$ cat config.mk
export PLATFORM = sky130hd
export DESIGN_NAME = uart_tx_arbiter
export DESIGN_NICKNAME = d
export VERILOG_FILES = /design/src/rtl/uart_arb_pkg.sv /design/src/rtl/uart_tx_arbiter_rr_pick.sv /design/src/rtl/uart_tx_arbiter.sv
export SDC_FILE = /design/constraint.sdc
export NUM_CORES = 1
export LEC_CHECK = 0
export BUFFER_PORTS_ARGS = -buffer_cell sky130_fd_sc_hd__buf_2
export CORE_MARGIN = 2
export CORE_UTILIZATION = 45
export DETAILED_ROUTE_END_ITERATION = 7
export PLACE_DENSITY_LB_ADDON = 0.12
export SYNTH_ARGS = -nofsm -noshare
export SYNTH_HDL_FRONTEND = slang
export SYNTH_SLANG_ARGS = --single-unit
$ cat constraint.sdc
create_clock -name clk -period 2.41 [get_ports clk]
set_input_delay 0.241 -clock clk [delete_from_list [all_inputs] [get_ports clk]]
set_output_delay 0.241 -clock clk [all_outputs]
set_load 0.005 [all_outputs]
$ cat src/rtl/uart_arb_pkg.sv
// ---------------------------------------------------------------------------
// uart_arb_pkg
// Shared types and constants for the UART transmit arbiter.
//   arb_state_t : arbiter FSM states (TAG/TAG_WAIT only reached when the
//                 UART_ARB_TAG_EN build option is defined)
//   TAG_BASE    : base value of the per-frame source tag byte (0xF0 | src)
//   AB_SAT      : saturation value of the aborted-frame counter
//   sat_inc8    : saturating 8-bit increment
// ---------------------------------------------------------------------------
package uart_arb_pkg;

  typedef enum logic [2:0] {
    IDLE,
    TAG,
    TAG_WAIT,
    LOAD,
    WAIT_BUSY,
    WAIT_READY,
    DONE
  } arb_state_t;

  localparam logic [7:0] TAG_BASE = 8'hF0;
  localparam logic [7:0] AB_SAT   = 8'hFF;

  function automatic logic [7:0] sat_inc8(input logic [7:0] v);
    return (v == AB_SAT) ? v : v + 8'd1;
  endfunction

endpackage

$ cat src/rtl/uart_tx_arbiter_rr_pick.sv
// ---------------------------------------------------------------------------
// rr_pick
// Combinational round-robin picker: selects the first asserted request at
// or after ptr, wrapping at N.
//   req    in  N      request vector
//   ptr    in  IDX_W  index that has highest priority this round (< N)
//   onehot out N      one-hot of the winner, 0 when no request
//   idx    out IDX_W  index of the winner, 0 when no request
//   any    out 1      at least one request present
// ---------------------------------------------------------------------------
module rr_pick #(
  parameter int N     = 2,
  parameter int IDX_W = 1
) (
  input  logic [N-1:0]     req,
  input  logic [IDX_W-1:0] ptr,
  output logic [N-1:0]     onehot,
  output logic [IDX_W-1:0] idx,
  output logic             any
);

  // cand[k] is the source index sitting k places after ptr (mod N).
  logic [IDX_W:0]   sum  [N];
  logic [IDX_W-1:0] cand [N];

  genvar gi;
  generate
    for (gi = 0; gi < N; gi++) begin : g_cand
      assign sum[gi]  = {1'b0, ptr} + (IDX_W+1)'(gi);
      assign cand[gi] = (sum[gi] >= (IDX_W+1)'(N)) ?
                        IDX_W'(sum[gi] - (IDX_W+1)'(N)) : sum[gi][IDX_W-1:0];
    end
  endgenerate

  // Scan from the farthest offset down so the nearest requester wins.
  always_comb begin
    idx = '0;
    any = 1'b0;
    for (int k = N - 1; k >= 0; k--) begin
      if (req[cand[k]]) begin
        idx = cand[k];
        any = 1'b1;
      end
    end
  end

  generate
    for (gi = 0; gi < N; gi++) begin : g_onehot
      assign onehot[gi] = any && (idx == IDX_W'(gi));
    end
  endgenerate

endmodule

$ cat src/rtl/uart_tx_arbiter.sv
// ---------------------------------------------------------------------------
// uart_tx_arbiter
// Shares one UART transmitter between N byte-stream sources. Arbitration is
// round-robin at frame granularity: the owner keeps the UART until its byte
// flagged last has been handed over. A watchdog drops an owner that leaves
// req_valid low for TIMEOUT cycles mid-frame.
//
// Build option: define UART_ARB_TAG_EN to prefix each frame with a tag byte
// (0xF0 | source index). Without it frames are forwarded byte-exact.
//
// Ports
//   clk             in   1    system clock
//   reset           in   1    asynchronous, active-low
//   req_valid       in   N    source i has a byte on req_data[8i+:8]
//   req_data        in   8N   byte per source
//   req_last        in   N    byte is the final byte of its frame
//   req_ack         out  N    one-cycle pulse: byte of source i accepted
//   uart_ready      in   1    high = transmitter idle
//   uart_clk_enable out  1    start transmit of uart_data (held until
//                             uart_ready falls)
//   uart_data       out  8    byte to transmit, holds between bytes
//   grant           out  N    one-hot current owner, 0 when idle
//   aborted_cnt     out  8    saturating count of watchdog-aborted frames
// ---------------------------------------------------------------------------
module uart_tx_arbiter
  import uart_arb_pkg::*;
#(
  parameter int N       = 2,
  parameter int TIMEOUT = 1024,
  parameter int TO_W    = 11
) (
  input  logic           clk,
  input  logic           reset,
  input  logic [N-1:0]   req_valid,
  input  logic [8*N-1:0] req_data,
  input  logic [N-1:0]   req_last,
  output logic [N-1:0]   req_ack,
  input  logic           uart_ready,
  output logic           uart_clk_enable,
  output logic [7:0]     uart_data,
  output logic [N-1:0]   grant,
  output logic [7:0]     aborted_cnt
);

  localparam int IDX_W = (N > 1) ? $clog2(N) : 1;

  arb_state_t       state;
  logic [IDX_W-1:0] owner_idx;
  logic [IDX_W-1:0] rr_ptr;
  logic             last_reg;
  logic [TO_W-1:0]  wd_cnt;

  logic [N-1:0]     pick_onehot;
  logic [IDX_W-1:0] pick_idx;
  logic             pick_any;

  logic             cur_valid;
  logic             cur_last;
  logic [7:0]       cur_data;
  logic [IDX_W-1:0] next_ptr;

  rr_pick #(
    .N     (N),
    .IDX_W (IDX_W)
  ) u_rr_pick (
    .req    (req_valid),
    .ptr    (rr_ptr),
    .onehot (pick_onehot),
    .idx    (pick_idx),
    .any    (pick_any)
  );

  // Current owner's request lines.
  assign cur_valid = req_valid[owner_idx];
  assign cur_last  = req_last[owner_idx];
  assign cur_data  = req_data[8*owner_idx +: 8];

  // After a frame ends (normally or by abort) priority moves past the owner.
  assign next_ptr = (owner_idx == IDX_W'(N - 1)) ? '0 : owner_idx + 1'b1;

  always_ff @(posedge clk or negedge reset) begin
    if (!reset) begin
      state           <= IDLE;
      owner_idx       <= '0;
      rr_ptr          <= '0;
      last_reg        <= 1'b0;
      wd_cnt          <= '0;
      req_ack         <= '0;
      uart_clk_enable <= 1'b0;
      uart_data       <= 8'h00;
      grant           <= '0;
      aborted_cnt     <= 8'h00;
    end else begin
      req_ack <= '0;
      case (state)
        IDLE: begin
          if (uart_ready && pick_any) begin
            grant     <= pick_onehot;
            owner_idx <= pick_idx;
            wd_cnt    <= '0;
`ifdef UART_ARB_TAG_EN
            state     <= TAG;
`else
            state     <= LOAD;
`endif
          end
        end

`ifdef UART_ARB_TAG_EN
        TAG: begin
          uart_data       <= TAG_BASE | 8'(owner_idx);
          uart_clk_enable <= 1'b1;
          state           <= TAG_WAIT;
        end

        // Enable still high: waiting for the transmitter to take the tag.
        // Enable low: waiting for it to finish. Watchdog is idle here.
        TAG_WAIT: begin
          if (uart_clk_enable) begin
            if (!uart_ready) begin
              uart_clk_enable <= 1'b0;
            end
          end else if (uart_ready) begin
            state <= LOAD;
          end
        end
`endif

        LOAD: begin
          if (cur_valid) begin
            uart_data       <= cur_data;
            last_reg        <= cur_last;
            req_ack         <= grant;
            uart_clk_enable <= 1'b1;
            wd_cnt          <= '0;
            state           <= WAIT_BUSY;
          end else if (wd_cnt == TO_W'(TIMEOUT - 1)) begin
            aborted_cnt <= sat_inc8(aborted_cnt);
            grant       <= '0;
            rr_ptr      <= next_ptr;
            wd_cnt      <= '0;
            state       <= IDLE;
          end else begin
            wd_cnt <= wd_cnt + 1'b1;
          end
        end

        WAIT_BUSY: begin
          if (!uart_ready) begin
            uart_clk_enable <= 1'b0;
            state           <= last_reg ? DONE : WAIT_READY;
          end
        end

        WAIT_READY: begin
          if (uart_ready) begin
            state <= LOAD;
          end
        end

        DONE: begin
          grant  <= '0;
          rr_ptr <= next_ptr;
          state  <= IDLE;
        end

        default: begin
          grant           <= '0;
          uart_clk_enable <= 1'b0;
          state           <= IDLE;
        end
      endcase
    end
  end

endmodule
==> impl_metrics.env, run 1 <==
export IMPL_fin_cells=291
export IMPL_min_path_type="input pin to async pin"
export IMPL_register_area_um2=950.9
export IMPL_wl_met1_um=1913
export IMPL_preCtsSetupSlack_ns=0.3117
export IMPL_period_needed_ns=2.111
export IMPL_crit_type="register to register"
export IMPL_insertedDiodeCount=0
export IMPL_highest_layer="met4"
export IMPL_multi_input_area_um2=874.6
export IMPL_finClkSkew_ns=0.01026
export IMPL_overflow=0
export IMPL_cts_buffer_depth=2
export IMPL_grt_start_max_net_pins=39
export IMPL_drcViolationCount=0
export IMPL_synthCells=194
export IMPL_grt_first_pass_wirelength_um=6423
export IMPL_grt_setup_unrepaired="no"
export IMPL_grtUsageTotal=0.1840
export IMPL_synth_top_cell_area_share=0.5020
export IMPL_dpl_cell_count=283
export IMPL_synthSimpleGateAreaFrac=0.1922
export IMPL_vias=1511
export IMPL_worst_setup_path_end_kind="register"
export IMPL_fin_tns_setup_ns=0
export IMPL_routedWlPerCell_um=13.05
export IMPL_required_ns=2.63
export IMPL_drive_gt1_frac=0.2656
export IMPL_synthAdderAreaFrac=0.01321
export IMPL_drt_initial_drc_count=145
export IMPL_die_area_um2=4744
export IMPL_syn2layout_area_growth_pct=18.63
export IMPL_hold_buffers=0
export IMPL_largestRegisters="wd_cnt x11, aborted_cnt x8, uart_data x8"
export IMPL_met3_length_um=175
export IMPL_ir_drop_uv=413.5
export IMPL_synth_top_family_by_area="simple AND/OR/NAND/NOR gates"
export IMPL_avgSynthCellArea_um2=9.765
export IMPL_synth_edf_count=0
export IMPL_period_share=0.8758
export IMPL_ioPinCount=44
export IMPL_max_flop_register="wd_cnt"
export IMPL_cts_root_buf="clkbuf_8"
export IMPL_ys_top_cells_by_area="dfrtp_1 (50%), mux2i_1 (5.3%), a21oi_1 (5.0%), o21ai_0 (4.2%), nor2_1 (4.0%)"
export IMPL_ys_seq_area_frac=0.5020
export IMPL_crit_fanout=8
export IMPL_synth_xor_area_frac=0.03236
export IMPL_async_flop_share=1.000
export IMPL_syn_nets=219
export IMPL_drtAntennaViolNets=0
export IMPL_port_buffers=43
export IMPL_finalCoreUtilization=0.5578
export IMPL_synthFlopType="dfrtp_1"
export IMPL_core_area_um2=4029
export IMPL_synthMuxAreaShare=0.05878
export IMPL_start_util=0.4702
export IMPL_yosys_area_top_type="dfrtp_1"
export IMPL_slew_headroom=0.4334
export IMPL_cellPowerDensity_nw_per_um2=895.7
export IMPL_met2_length_um=1689
export IMPL_grt_pass1_vias=1399
export IMPL_finalPower_mw=2.013
export IMPL_synth_seq_cells=38
export IMPL_first_pass_iters=4
export IMPL_yosysWarnings=0
export IMPL_synth_compound_gate_area_share=0.1651
export IMPL_wl_um=3797
export IMPL_clock_sinks=38
export IMPL_setup_viol=0
export IMPL_num_rows=23
export IMPL_gp_congestion=0.9131
export IMPL_cts_buffers=5
export IMPL_fmax_mhz=473.8
export IMPL_cts_repair_timing_setup_buffer_count=0
export IMPL_cts_repair_resized=0
export IMPL_p_leak_nw=1.073
export IMPL_fill_cells=385
export IMPL_die_w_um=68.88
export IMPL_finalHoldViolCount=0
export IMPL_grt_antenna_before_repair=0
export IMPL_syn_cell_area_um2=1894
export IMPL_clkLatencyLatePin_ns=0.29
export IMPL_vias_per_cell=5.192
export IMPL_status="completed"
export IMPL_largest_reg_flops=11
export IMPL_cts_htree_levels=2
export IMPL_chipHeight_um=68.88
export IMPL_max_slew_worst_pin_slew_ns=0.8500
export IMPL_startpoint_type="register"
export IMPL_dpl_hpwl_um=2667
export IMPL_cp_arrival_ns=2.33
export IMPL_fin_ws_ns=0.2994
export IMPL_synth_cell_type_count=45
export IMPL_slew_viol_final=0
export IMPL_clk_pin_slew_ns=0.08
export IMPL_cts_tree="built"
export IMPL_cap_violations=0
export IMPL_final_nets=265
[layout by cell type (no fill, tap or decap), types with 2 or more instances in the layout]
cell / n
a21oi_1: 19
buf_2: 43
nor3_1: 5
nand2_1: 11
nand2b_1: 2
and2_1: 3
buf_4: 3
nand3_1: 14
o31ai_1: 3
xnor2_1: 2
o21ai_0: 16
clkbuf_8: 6
nor2_1: 20
and3_1: 2
inv_1: 7
xor2_1: 5
nand4_1: 2
a31oi_1: 3
dfrtp_1: 38
ha_1: 2
mux2i_1: 10
[per-layer routing]
layer | GRT usage | vias up
met5 | 0 | -
met4 | 0.07353 | 0
met3 | 0.05682 | 2
met2 | 0.2740 | 35
met1 | 0.2492 | 690
li1 | - | 784
[cell usage after synthesis, types with 2 or more instances]
master / n
a21oi_1: 19
a31oi_1: 3
and2_1: 3
and3_1: 2
buf_6: 2
clkbuf_1: 3
dfrtp_1: 38
ha_1: 2
inv_1: 7
mux2i_1: 10
nand2_1: 11
nand2b_1: 2
nand3_1: 14
nand4_1: 2
nor2_1: 20
nor3_1: 5
o21ai_0: 16
o31ai_1: 3
xnor2_1: 2
xor2_1: 5
[layout make-up]
class | count | share of cell area
flip-flops and latches | 38 | 0.4232
clock inverters | 2 | 0.005568
clock buffers | 6 | 0.03675
well taps | 50 | 0.02784
inverters | 7 | 0.01169
repair buffers | 46 | 0.1058
multi-input cells | 142 | 0.3892
[worst max-delay path: stages (launching register included)]
cell and delay, ns:
dfrtp_1 0.42, ha_1 0.24, nand4_1 0.24, nor4_4 0.33
o311ai_2 0.30, nor4_1 0.34, xor2_1 0.17
[cells by family (layout without fill, tap and decap cells)]
family	Yosys count	after routing
buffers and inverters	14	61
AND/OR/NAND/NOR	70	70
AO/OA/AOI/OAI	52	52
flip-flops	38	38
multiplexers	11	11
adder cells (fa/ha/maj)	2	2
XOR/XNOR	7	7
[per-stage QoR]
step / hold WS (ns) / cell area [µm²]
3_5_place_dp: 0.4101 / 2152
5_1_grt: 0.1255 / 2247
3_3_place_gp: 0.3932 / 2152
4_1_cts: 0.08748 / 2247
2_1_floorplan: -0.05459 / 1894
6_report: 0.05633 / 2247
[worst paths after layout]
kind | to | cells after the start | slack, ns | start
setup / recovery | aborted_cnt[7] | 6 | 0.30 | wd_cnt[0]
hold / removal | wd_cnt[4] | 1 | 0.06 | reset
setup reg to reg | aborted_cnt[7] | 6 | 0.30 | wd_cnt[0]
hold reg to reg | aborted_cnt[5] | 1 | 0.50 | aborted_cnt[5]
max in group asynchronous | rr_ptr | 1 | 1.81 | reset
min in group clk | grant[0] | 3 | 0.24 | req_valid[0]
[where the power goes]
part / switching, mW / total (mW) / internal (mW) / leakage (nW)
clock network: 0.224 / 0.454 / 0.230 / 0.0472
registers: 0.127 / 0.913 / 0.786 / 0.496
logic: 0.339 / 0.646 / 0.307 / 0.530
Power figures use the tool's default switching activity.
==> run 2, diff against run 1 <==
- GPL_ROUTABILITY_DRIVEN: unset -> 0
- RECOVER_POWER: unset -> 50
==> impl_metrics.env, run 2 (same netlist as run 1, synthesis figures left out) <==
export IMPL_num_rows=23
export IMPL_period_share=0.8756
export IMPL_vias=1511
export IMPL_slowest_stage="dfrtp_1"
export IMPL_max_flop_register="wd_cnt"
export IMPL_grt_pass1_vias=1399
export IMPL_core_area_um2=4029
export IMPL_required_ns=2.63
export IMPL_syn2layout_area_growth_pct=18.36
export IMPL_hold_path_startpoint="req_valid[0]"
export IMPL_die_area_um2=4744
export IMPL_cpPeakStageDelay_ns=0.42
export IMPL_finalHoldViolCount=0
export IMPL_dpl_hpwl_um=2667
export IMPL_layout_common_cells="buf_2 (39), dfrtp_1 (38), nor2_1 (20), a21oi_1 (19), o21ai_0 (16)"
export IMPL_slew_headroom=-0.3608
export IMPL_grt_busiest_layer="met2"
export IMPL_fmax_mhz=473.9
export IMPL_cap_violations=1
export IMPL_cts_repair_timing_setup_buffer_count=0
export IMPL_hold_slack_ns=0.2402
export IMPL_die_w_um=68.88
export IMPL_chipHeight_um=68.88
export IMPL_worst_setup_path_end_kind="register"
export IMPL_ir_drop_uv=402.2
export IMPL_vias_per_cell=5.192
export IMPL_startpoint_type="register"
export IMPL_violations="capacitance limit, slew limit"
export IMPL_grt_antenna_before_repair=0
export IMPL_cp_cell_sequence="ha_1 -> nand4_1 -> nor4_4 -> o311ai_2 -> nor4_1 -> xor2_1"
export IMPL_p_leak_nw=1.062
export IMPL_fin_tns_setup_ns=0
export IMPL_grt_start_max_net_pins=39
export IMPL_ioPinCount=44
export IMPL_cts_buffers=5
export IMPL_cellPowerDensity_nw_per_um2=894.9
export IMPL_clkLatencyLatePin_ns=0.29
export IMPL_largestRegisters="wd_cnt x11, aborted_cnt x8, uart_data x8"
export IMPL_critPathLaunch="wd_cnt[0]"
export IMPL_crit_fanout=8
export IMPL_drcViolationCount=0
export IMPL_overflow=0
export IMPL_grt_first_pass_wirelength_um=6423
export IMPL_cts_htree_levels=2
export IMPL_clk_pin_slew_ns=0.07
export IMPL_largest_reg_flops=11
export IMPL_start_util=0.4702
export IMPL_drt_initial_drc_count=144
export IMPL_grt_setup_unrepaired="no"
export IMPL_fin_area_um2=2242
export IMPL_routedWlPerCell_um=13.03
export IMPL_grt_util_met3=0.05682
export IMPL_status="complete, but fails checks"
export IMPL_wl_um=3792
export IMPL_grtUsageMet2=0.2740
export IMPL_slew_viol_final=39
export IMPL_post_dp_cell_area_um2=2152
export IMPL_drtAntennaViolNets=0
export IMPL_first_pass_iters=4
export IMPL_min_path_type="input pin to register"
export IMPL_final_nets=265
export IMPL_setup_viol=0
export IMPL_cts_root_buf="clkbuf_8"
export IMPL_final_common_cell="buf_2"
export IMPL_period_needed_ns=2.110
export IMPL_cp_arrival_ns=2.33
export IMPL_cts_repair_resized=0
export IMPL_insertedDiodeCount=0
export IMPL_cts_tree="built"
export IMPL_hold_buffers=0
export IMPL_clock_sinks=38
export IMPL_cts_buffer_depth=2
export IMPL_r2r_start="wd_cnt[0]"
export IMPL_grtUsageTotal=0.1840
export IMPL_crit_type="register to register"
export IMPL_fin_cells=291
export IMPL_max_slew_worst_pin_slew_ns=2.041
export IMPL_use_met1=0.2492
export IMPL_drive_gt1_frac=0.2490
export IMPL_finClkSkew_ns=0.01033
export IMPL_dpl_cell_count=283
export IMPL_port_buffers=43
==> run 2: final timing paths <==
check / to / slack, ns / cells after the start
worst max-delay path: aborted_cnt[7] / 0.30 / 6
worst min-delay path: grant[0] / 0.24 / 3
worst max register to register: aborted_cnt[7] / 0.30 / 6
worst min register to register: aborted_cnt[5] / 0.50 / 1
max in group asynchronous: rr_ptr / 0.71 / 1
min in group asynchronous: wd_cnt[4] / 0.53 / 1
==> run 2: layer usage <==
layer / part of all wire / vias up / routed length, µm
li1: - / 784 / -
met1: 0.50 / 690 / 1905
met2: 0.45 / 35 / 1690
met3: 0.046 / 2 / 176
met4: 0.0050 / 0 / 19
met5: 0 / - / 0
==> run 2: critical path, delay by kind of cell (launching register included) <==
| family | cells | cell delay, ns |
|---|---|---|
| AOI/OAI and AO/OA | 1 | 0.30 |
| xor gates and xnor gates | 1 | 0.17 |
| DFF | 1 | 0.42 |
| and+or+nand+nor | 3 | 0.91 |
| adders and majority gates | 1 | 0.24 |
==> run 2: cell type report <==
cell class              count  area (µm²)
well taps                  50       62.56
clock inverters             2       12.51
flip-flops and latches     38       950.9
fillers                   387        1787
multi-input cells         142       874.6
inverters                   7       26.28
repair buffers             46       232.7
clock buffers               6       82.58
==> run 2: metrics by stage <==
step | power, mW | worst slack, ns | util
after floorplan | 1.372 | 0.5203 | -
after global placement | 1.566 | 0.3976 | 0.5342
after detailed placement | 1.575 | 0.3117 | 0.5342
after CTS | 2.043 | 0.3039 | 0.5578
after global routing | 2.175 | 0.08530 | 0.5565
final | 2.006 | 0.2998 | 0.5565
==> run 2: power breakdown <==
group | total (mW) | switching [mW] | internal [mW]
Sequential | 0.914 | 0.127 | 0.786
Clock | 0.454 | 0.224 | 0.230
Combinational | 0.639 | 0.339 | 0.300
Total | 2.01 | 0.690 | 1.32
